### config.mk
export PLATFORM = sky130hd
export DESIGN_NAME = sad_best_select_flat
export DESIGN_NICKNAME = d
export VERILOG_FILES = /design/src/rtl/sad_pkg.sv /design/src/rtl/sad_best_select_if.sv /design/src/rtl/sad_acc_lane.sv /design/src/rtl/sad_best_select.sv /design/src/flat_wrapper.sv
export SDC_FILE = /design/constraint.sdc
export NUM_CORES = 1
export LEC_CHECK = 0
export CAP_MARGIN = 20
export CORE_MARGIN = 2
export CORE_UTILIZATION = 45
export CTS_CLUSTER_DIAMETER = 150
export DETAILED_ROUTE_END_ITERATION = 6
export GPL_TIMING_DRIVEN = 0
export MAX_ROUTING_LAYER = met4
export PLACE_DENSITY = 0.72
export SLEW_MARGIN = 20
export SYNTH_ARGS = -nofsm -noshare
export SYNTH_HDL_FRONTEND = slang
export SYNTH_SLANG_ARGS = --single-unit
### constraint.sdc
create_clock -name clk -period 4.5 [get_ports clk]
set_clock_uncertainty 0.1 [all_clocks]
set_input_delay 0.9 -clock clk [delete_from_list [all_inputs] [get_ports clk]]
set_output_delay 0.9 -clock clk [all_outputs]
set_load 0.1 [all_outputs]
### src/rtl/sad_pkg.sv
// Shared constants, state encoding and scan order for the five-candidate SAD best-select path.
package sad_pkg;

  localparam int NUM_CAND  = 5;
  localparam int ROW_SAD_W = 12;

  localparam logic [2:0] CAND_RQ   = 3'd0;
  localparam logic [2:0] CAND_RH   = 3'd1;
  localparam logic [2:0] CAND_FULL = 3'd2;
  localparam logic [2:0] CAND_LH   = 3'd3;
  localparam logic [2:0] CAND_LQ   = 3'd4;

  typedef enum logic [1:0] {
    ACCUM = 2'd0,
    SCAN  = 2'd1,
    DONE  = 2'd2
  } sad_state_e;

  // Step i of the scan reads bits [3*i +: 3]; FULL goes first so it keeps every tie.
  localparam logic [14:0] SCAN_ORDER = {CAND_LQ, CAND_LH, CAND_RH, CAND_RQ, CAND_FULL};

  function automatic logic [2:0] scan_cand(input logic [2:0] step);
    return SCAN_ORDER[3*step +: 3];
  endfunction

endpackage

### src/rtl/sad_best_select_if.sv
// Row-SAD input and best-candidate result channels of sad_best_select.
interface sad_best_select_if import sad_pkg::*; #(
  parameter int ACC_W = 15
);
  // Both channels: a beat transfers on a rising edge where valid && ready; a
  // source holds valid and payload stable until that edge, and ready never
  // depends combinationally on valid.
  logic                            sad_valid;
  logic                            sad_ready;
  logic [NUM_CAND*ROW_SAD_W-1:0]   sad;
  logic                            best_valid;
  logic                            best_ready;
  logic [2:0]                      best_idx;
  logic [ACC_W-1:0]                best_sad;

  modport slave (
    input  sad_valid, sad, best_ready,
    output sad_ready, best_valid, best_idx, best_sad
  );

  modport master (
    output sad_valid, sad, best_ready,
    input  sad_ready, best_valid, best_idx, best_sad
  );
endinterface

### src/rtl/sad_acc_lane.sv
// One saturating accumulator lane: load replaces the total, add sums and clamps at all-ones.
module sad_acc_lane import sad_pkg::*; #(
  parameter int ACC_W = 15
) (
  input  logic                 clk,
  input  logic                 rst,
  input  logic                 load,
  input  logic                 add,
  input  logic [ROW_SAD_W-1:0] din,
  output logic [ACC_W-1:0]     acc
);

  logic [ACC_W-1:0] acc_q, acc_d;
  logic [ACC_W:0]   sum;

  always_comb begin
    sum   = {1'b0, acc_q} + (ACC_W+1)'(din);
    acc_d = acc_q;
    if (load)
      acc_d = ACC_W'(din);
    else if (add)
      acc_d = sum[ACC_W] ? '1 : sum[ACC_W-1:0];
  end

  always_ff @(posedge clk or posedge rst) begin
    if (rst) acc_q <= '0;
    else     acc_q <= acc_d;
  end

  assign acc = acc_q;

endmodule

### src/rtl/sad_best_select.sv
// Accumulates ROWS rows of five candidate SADs, scans the totals and offers the best one.
// Optional build macro SAD_FRAC_PENALTY_EN biases fractional candidates by FRAC_PENALTY when comparing.
module sad_best_select import sad_pkg::*; #(
  parameter int ROWS         = 8,
  parameter int ACC_W        = 15,
  parameter int FRAC_PENALTY = 4
) (
  input  logic                     clk,
  input  logic                     rst,
  sad_best_select_if.slave         sif,
  output logic [1:0]               dbg_state
);

  localparam int          CNT_W    = $clog2(ROWS);
  localparam logic [CNT_W-1:0] LAST_ROW = CNT_W'(ROWS - 1);
  localparam logic [1:0]  ST_ACCUM = ACCUM;
  localparam logic [1:0]  ST_SCAN  = SCAN;
  localparam logic [1:0]  ST_DONE  = DONE;
  localparam logic [ACC_W:0] PEN_VAL = (ACC_W+1)'(FRAC_PENALTY);
`ifdef SAD_FRAC_PENALTY_EN
  localparam bit PEN_EN = 1'b1;
`else
  localparam bit PEN_EN = 1'b0;
`endif

  logic [1:0]       state_q, state_d;
  logic [CNT_W-1:0] row_cnt_q, row_cnt_d;
  logic [2:0]       scan_cnt_q, scan_cnt_d;
  logic [2:0]       best_idx_q, best_idx_d;
  logic [ACC_W-1:0] best_sad_q, best_sad_d;
  logic [ACC_W:0]   best_cmp_q, best_cmp_d;
  logic             sad_ready_q, sad_ready_d;
  logic             best_valid_q, best_valid_d;

  logic [ACC_W-1:0] acc [NUM_CAND];
  logic             accept, lane_load, lane_add;
  logic [2:0]       cand;
  logic [ACC_W-1:0] cand_acc;
  logic [ACC_W:0]   cand_cmp;

  assign accept    = sif.sad_valid && (state_q == ST_ACCUM);
  assign lane_load = accept && (row_cnt_q == '0);
  assign lane_add  = accept && (row_cnt_q != '0);

  for (genvar k = 0; k < NUM_CAND; k++) begin : g_lane
    sad_acc_lane #(.ACC_W(ACC_W)) u_lane (
      .clk  (clk),
      .rst  (rst),
      .load (lane_load),
      .add  (lane_add),
      .din  (sif.sad[k*ROW_SAD_W +: ROW_SAD_W]),
      .acc  (acc[k])
    );
  end

  always_comb begin
    state_d    = state_q;
    row_cnt_d  = row_cnt_q;
    scan_cnt_d = scan_cnt_q;
    best_idx_d = best_idx_q;
    best_sad_d = best_sad_q;
    best_cmp_d = best_cmp_q;
    cand       = scan_cand(scan_cnt_q);
    cand_acc   = acc[cand];
    // The bias only steers the comparison; best_sad always carries the raw total.
    cand_cmp   = {1'b0, cand_acc} + ((PEN_EN && cand != CAND_FULL) ? PEN_VAL : '0);

    case (state_q)
      ST_ACCUM: begin
        if (accept) begin
          if (row_cnt_q == LAST_ROW) begin
            row_cnt_d = '0;
            state_d   = ST_SCAN;
          end else begin
            row_cnt_d = row_cnt_q + 1'b1;
          end
        end
      end
      ST_SCAN: begin
        if (scan_cnt_q == 3'd0 || cand_cmp < best_cmp_q) begin
          best_idx_d = cand;
          best_sad_d = cand_acc;
          best_cmp_d = cand_cmp;
        end
        if (scan_cnt_q == 3'(NUM_CAND - 1)) begin
          scan_cnt_d = 3'd0;
          state_d    = ST_DONE;
        end else begin
          scan_cnt_d = scan_cnt_q + 3'd1;
        end
      end
      ST_DONE: begin
        if (sif.best_ready) state_d = ST_ACCUM;
      end
      default: state_d = ST_ACCUM;
    endcase

    sad_ready_d  = (state_d == ST_ACCUM);
    best_valid_d = (state_d == ST_DONE);
  end

  always_ff @(posedge clk or posedge rst) begin
    if (rst) begin
      state_q      <= ST_ACCUM;
      row_cnt_q    <= '0;
      scan_cnt_q   <= 3'd0;
      best_idx_q   <= CAND_FULL;
      best_sad_q   <= '0;
      best_cmp_q   <= '0;
      sad_ready_q  <= 1'b1;
      best_valid_q <= 1'b0;
    end else begin
      state_q      <= state_d;
      row_cnt_q    <= row_cnt_d;
      scan_cnt_q   <= scan_cnt_d;
      best_idx_q   <= best_idx_d;
      best_sad_q   <= best_sad_d;
      best_cmp_q   <= best_cmp_d;
      sad_ready_q  <= sad_ready_d;
      best_valid_q <= best_valid_d;
    end
  end

  assign sif.sad_ready  = sad_ready_q;
  assign sif.best_valid = best_valid_q;
  assign sif.best_idx   = best_idx_q;
  assign sif.best_sad   = best_sad_q;
  assign dbg_state      = state_q;

endmodule

### src/flat_wrapper.sv
// flat-port wrapper written by rule: the top's interface ports become plain ports
module sad_best_select_flat import sad_pkg::*;
#(
  parameter int ROWS         = 8,
  parameter int ACC_W        = 15,
  parameter int FRAC_PENALTY = 4
)
  (clk, rst, dbg_state, sif_sad_valid, sif_sad, sif_best_ready, sif_sad_ready, sif_best_valid, sif_best_idx, sif_best_sad);
  sad_best_select_if #(.ACC_W(ACC_W)) sif_i ();
  input  logic clk;
  input  logic rst;
  output logic [1:0] dbg_state;
  input wire logic [$bits(sif_i.sad_valid)-1:0] sif_sad_valid;
  input wire logic [$bits(sif_i.sad)-1:0] sif_sad;
  input wire logic [$bits(sif_i.best_ready)-1:0] sif_best_ready;
  output wire logic [$bits(sif_i.sad_ready)-1:0] sif_sad_ready;
  output wire logic [$bits(sif_i.best_valid)-1:0] sif_best_valid;
  output wire logic [$bits(sif_i.best_idx)-1:0] sif_best_idx;
  output wire logic [$bits(sif_i.best_sad)-1:0] sif_best_sad;
  assign sif_i.sad_valid = sif_sad_valid;
  assign sif_i.sad = sif_sad;
  assign sif_i.best_ready = sif_best_ready;
  assign sif_sad_ready = sif_i.sad_ready;
  assign sif_best_valid = sif_i.best_valid;
  assign sif_best_idx = sif_i.best_idx;
  assign sif_best_sad = sif_i.best_sad;
  sad_best_select #(.ROWS(ROWS), .ACC_W(ACC_W), .FRAC_PENALTY(FRAC_PENALTY)) u_core (.clk(clk), .rst(rst), .sif(sif_i), .dbg_state(dbg_state));
endmodule
After elaboration in Yosys (flattened, before gate mapping)
Cells that the tools add are included.
{ "op_classes": {"addsub": 7, "mul": 1, "n_lt_le_gt_ge": 2, "eq_ne": 5, "n_shift": 1, "mux": 25, "bitwise_logic": 1, "reduce_logical": 12} }
{ "ops": {"columns": ["operator", "n"], "rows": [
  ["$mux 15", 17],
  ["$add 15x12->16", 5],
  ["$bmux 15 s3", 1],
  ["$lt 15x15->1", 1],
  ["$shiftx 15x6->3 const A", 1],
  ["$mux 2", 4],
  ["$add 3x1->3 const B", 2],
  ["$eq 3x3->1 const B", 2],
  ["$logic_not 3->1", 2],
  ["$mux 3", 2],
  ["$pmux 2 s3", 1],
  ["$mul 2x3->5 const A", 1],
  ["$eq 2x2->1 const B", 2],
  ["$ge 4x4->1 const B", 1],
  ["$logic_not 2->1", 2],
  ["$not 3->4", 1],
  ["$reduce_and 2->1", 2],
  ["$logic_and 1x1->1", 3],
  ["$reduce_bool 3->1", 1],
  ["$eq 2x1->1 const B", 1],
  ["$reduce_bool 2->1", 1],
  ["$logic_or 1x1->1", 1]
]} }
{ "totals": {"reg_bits": 103, "input_bits": 64, "elab_cells": 66} }

Logic depth before layout (Yosys ltp)
{ "logic_depth": {"word_depth": 9, "depth_mapped": 18} }

Cells and area by module
Synthesis repeated with hierarchy kept, for this count alone.
{ "hier_totals": {"cells_unflattened": 1096, "hier_area_um2": 9391.5} }
{ "by_module_without_submodules": {"columns": ["module", "n_inst", "cells_each", "area_per_inst_um2"], "rows": [
  ["sad_acc_lane (u_core.g_lane[1].u_lane ...)", 4, 173, 1452.6],
  ["sad_best_select", 1, 250, 2274.7],
  ["sad_acc_lane (u_core.g_lane[0].u_lane)", 1, 154, 1306.3]
]} }

Least setup slack after synthesis
OpenSTA, ideal clock, no wires.
{ "synth_timing": {"kind": "flip-flop to flip-flop", "startpoint": "register u_core.scan_cnt_q[1]", "endpoint": "register u_core.best_cmp_q[0]", "t_arrival_ns": 3.868, "slack_ns": 0.406, "stages_incl_launch_ff": 19, "n_path_buf": 4, "synth_period_minus_slack_ns": 4.094, "path_cell_list": "dfrtp_1 buf_2 inv_1 ha_1 or2_2 clkbuf_1 clkbuf_1 nand3_1 o21ai_0 o21ai_0 ha_1 a21o_1 a21o_1 a21o_1 a211oi_1 nand4_1 a21oi_4 buf_6 mux2_2"} }
{ "synth_between": {"elab_chain_len": 9, "word_cells_on_any_way": 10} }
{ "synth_lines": {"columns": ["item", "line", "source"], "rows": [
  ["start, declared", "sad_best_select.sv:28", "logic [2:0] scan_cnt_q, scan_cnt_d;"],
  ["start signal, assigned", "sad_best_select.sv:115", "scan_cnt_q <= scan_cnt_d;"],
  ["$mul 2x3->5", "sad_pkg.sv:23", "return SCAN_ORDER[3*step +: 3];"],
  ["$shiftx 15x6->3", "sad_pkg.sv:23", null],
  ["$not 3->4 (implied by the code)", "sad_best_select.sv:64", "cand_acc = acc[cand];"],
  ["$bmux 15 s3", "sad_best_select.sv:64", null],
  ["$mux 15 (implied by the code) (2 in series)", "sad_best_select.sv:64", null],
  ["via u_core.cand_acc[4]", "sad_best_select.sv:38", "logic [ACC_W-1:0] cand_acc;"],
  ["$lt 15x15->1", "sad_best_select.sv:80", "if (scan_cnt_q == 3'd0 || cand_cmp < best_cmp_q) begin"],
  ["$logic_or 1x1->1", "sad_best_select.sv:80", null],
  ["$reduce_and 2->1 (no source line)", null, null],
  ["end signal, assigned", "sad_best_select.sv:118", "best_cmp_q <= best_cmp_d;"],
  ["end, declared", "sad_best_select.sv:31", "logic [ACC_W:0] best_cmp_q, best_cmp_d;"]
]} }
The timed path passes the listed nets, and every way through them passes these cells. The select of a mux whose other input is x is not followed.
A chain may end at the register's enable or synchronous reset.

Worst setup path in the final report
{ "layout_timing": {"startpoint": "register u_core.scan_cnt_q[1]", "endpoint": "register u_core.best_cmp_q[7]"} }
Same word-level chain as after synthesis.

==> reports/qor.yml <==
dp.cells: 1286
grt-ovfl-total: 0
hpwlAfterDp_mm: 18.8
slew_headroom_pct: 34.8
syn-num-nets: 1119
nets: 1221
cap_violations: 0
cp_max_fo: 12
hp-class: "flip-flop to flip-flop"
fin_cells: 1307
min_period_ps: 4250
pwr-share-clk_pct: 9.6
synthCells: 971
ys_seq_area_share_pct: 31.6
p_sw_share_pct: 52.2
track_usage_pct: 26.5
clk_pin_slew_ps: 70
max_freq_ghz: 0.235
synthDistinctLibCells: 64
antennaDiodeCount: 0
switchingPower_w: 0.00445
drcViolationCount: 0
hold_buffers: 0
synth_edf_count: 0
required_ps: 4650
status: "completed"
grt_start_max_net_pins: 65
finalPower_w: 0.00854
ir_drop_mv: 0.717
whs_ps: 371
routabilityCongestion: 0.943
die_w_um: 139
worst_pin_slew_ps: 975
cts_made_buffers: 9
drt_pass1_iterations: 7
io_buffers: 85
wl_mm: 24.5
max-clock-path-buffers: 2
cts_root_buf: "clkbuf_16"
yosysTopAreaCell: "dfrtp_1"
syn-cell-area_um2: 8180
final-hold-violation-count: 0
worstSetupPathType: "flip-flop to flip-flop"
ios: 86
fin_util_pct: 54.2
design_area_um2: 9700
start_util_pct: 45.7
pwr-share-comb_pct: 68.8
post_dp_cell_area_um2: 9350
drt_iter0_drc: 565
detail_route.wl_per_cell_um: 18.8
antenna_found_initial: 0
ant_nets: 0
p_int_w: 0.00408
async_reset_ff_share_pct: 100
yosysMostFrequentCell: "o21ai_0"
yosysWarnings: 0
p_leak_nw: 4.17
worstSetupStartpointType: "flip-flop"
final_layout_size_suffix_gt1_share_pct: 7.42
core_um2: 17900
avgSynthCellArea_um2: 8.42
clk_latency_ps: 360
grt_pass1_wl_mm: 39.6
vias: 7823
rsz0062_at_grt: "no"
powerDensity_nw_per_um2: 880
endpoint_kind: "flip-flop"
final_max_slew_viol_count: 0
die_y_um: 139
seqPwrFrac_pct: 21.6
cts_tree: "yes"
clock-sinks: 103
grt_pass1_vias: 7618
via_per_inst: 5.99
synthTopCellsByCount: "o21ai_0, nand2_1, dfrtp_1"
dieArea_um2: 19300
ys.flop_type: "dfrtp_1"
rows: 49
yosys_register_bits: 103
post-route-period-util_pct: 94.4
worst_ep_arrival_time_ps: 4400
netlist.area_leader.share_pct: 30.9
area_growth_syn_to_layout_pct: 18.6
ys_top_cells_by_area: "dfrtp_1, ha_1, o21ai_0, nand2_1, mux2_2"
htreeDepth: 3
setup_viol: 0
==> area by class of cell <==
class                      count  area [µm²]
fill                        1675        8200
sequential                   103        2580
timing repair buffer          92         923
buffer                        44         190
tap                          229         287
multi-input combinational    790        5300
inverter                      33         129
clock inverter                 4        45.0
clock buffer                  12         246
==> power groups by stage <==
stage,logic [W],registers [W],clock network [W]
2_1_floorplan,0.00371,0.00231,0
3_3_place_gp,0.00556,0.00184,0
3_5_place_dp,0.00568,0.00185,0
4_1_cts,0.00578,0.00184,0.000828
5_1_grt,0.00650,0.00191,0.000859
6_report,0.00587,0.00185,0.000820
==> through the flow <==
stage,TNS [ps],worst slack (ps)
3_5_place_dp,-5890,-442
6_report,0,250
2_1_floorplan,0,406
4_1_cts,0,14.8
5_1_grt,0,31.2
3_3_place_gp,-97540,-928
==> worst max-delay path, stage by stage, from the launching register on <==
cell and delay (ps):
dfrtp_1 410, buf_4 210, inv_1 80, ha_1 310, or2_4 300, clkbuf_4 200, o21ai_1 210, o21ai_0 170
ha_1 330, a21o_1 180, a21o_1 180, a21o_1 180, a211oi_1 260, nand4_1 230, a21oi_4 250, buf_6 190
mux2_2 340
==> flip-flops by register name, summed over array words and instances, names as in the netlist <==
signal,cells
u_core.row_cnt_q,3
u_core.dbg_state,2
u_core.sif.best_valid,1
u_core.sif.sad_ready,1
u_core.sif.best_idx,3
u_core.g_lane.u_lane.acc,75
u_core.best_cmp_q,15
u_core.scan_cnt_q,3
==> worst paths after layout <==
kind                       cells after the start                                         end  slack (ps)                                from
setup / recovery                              16            u_core.best_cmp_q[7]$_DFFE_PP0P_         250    u_core.scan_cnt_q[1]$_DFFE_PP0P_
max in group asynchronous                      3  u_core.g_lane[1].u_lane.acc[8]$_DFFE_PP0P_        2800                                 rst
min in group asynchronous                      2            u_core.best_cmp_q[9]$_DFFE_PP0P_         820                                 rst
setup reg to reg                              16            u_core.best_cmp_q[7]$_DFFE_PP0P_         250    u_core.scan_cnt_q[1]$_DFFE_PP0P_
hold reg to reg                                2          u_core.sif.best_idx[1]$_DFFE_PP1P_         370  u_core.sif.best_idx[1]$_DFFE_PP1P_
hold / removal                                 2          u_core.sif.best_idx[1]$_DFFE_PP1P_         370  u_core.sif.best_idx[1]$_DFFE_PP1P_
==> layout by cell type, fill, tap and decap left out, types with 29 or more instances in the layout <==
cell type        synthesis  layout
nor2_1                  51      51
nand2_1                124     124
inv_1                   33      32
dfrtp_1                101     101
o22ai_1                 29      29
clkdlybuf4s50_1          0      85
a21oi_1                 53      53
nor3_1                  31      31
ha_1                    79      79
clkbuf_1                33      29
o21ai_0                127     122
==> routing by layer <==
layer	GRT usage [%]	vias to the layer above	share of wire, %
li1	-	3782	-
met1	34.5	3747	44
met2	41.7	254	47
met3	4.73	40	6.3
met4	9.36	0	2.8
met5	-	-	0
==> what timing repair did <==
item,4_1_cts,5_1_grt
resized for setup,5,14
hold endpoints to repair,0,0
setup buffers,4,2
pin swaps,3,2
cloned,0,0
endpoints found under the setup margin,17,17
==> logic make-up (layout without fill, tap and decap cells) <==
| family | Yosys count | count (layout) | share of synthesized area, % |
|---|---|---|---|
| buffers and inverters | 78 | 185 | 3.75 |
| XOR/XNOR | 46 | 46 | 4.93 |
| multiplexers | 31 | 31 | 4.24 |
| AO/OA/AOI/OAI | 338 | 338 | 25.8 |
| adder cells (fa/ha/maj) | 84 | 84 | 13.3 |
| AND/OR/NAND/NOR | 291 | 291 | 16.4 |
| flip-flops | 103 | 103 | 31.6 |
(Power assumes the default switching activity.)
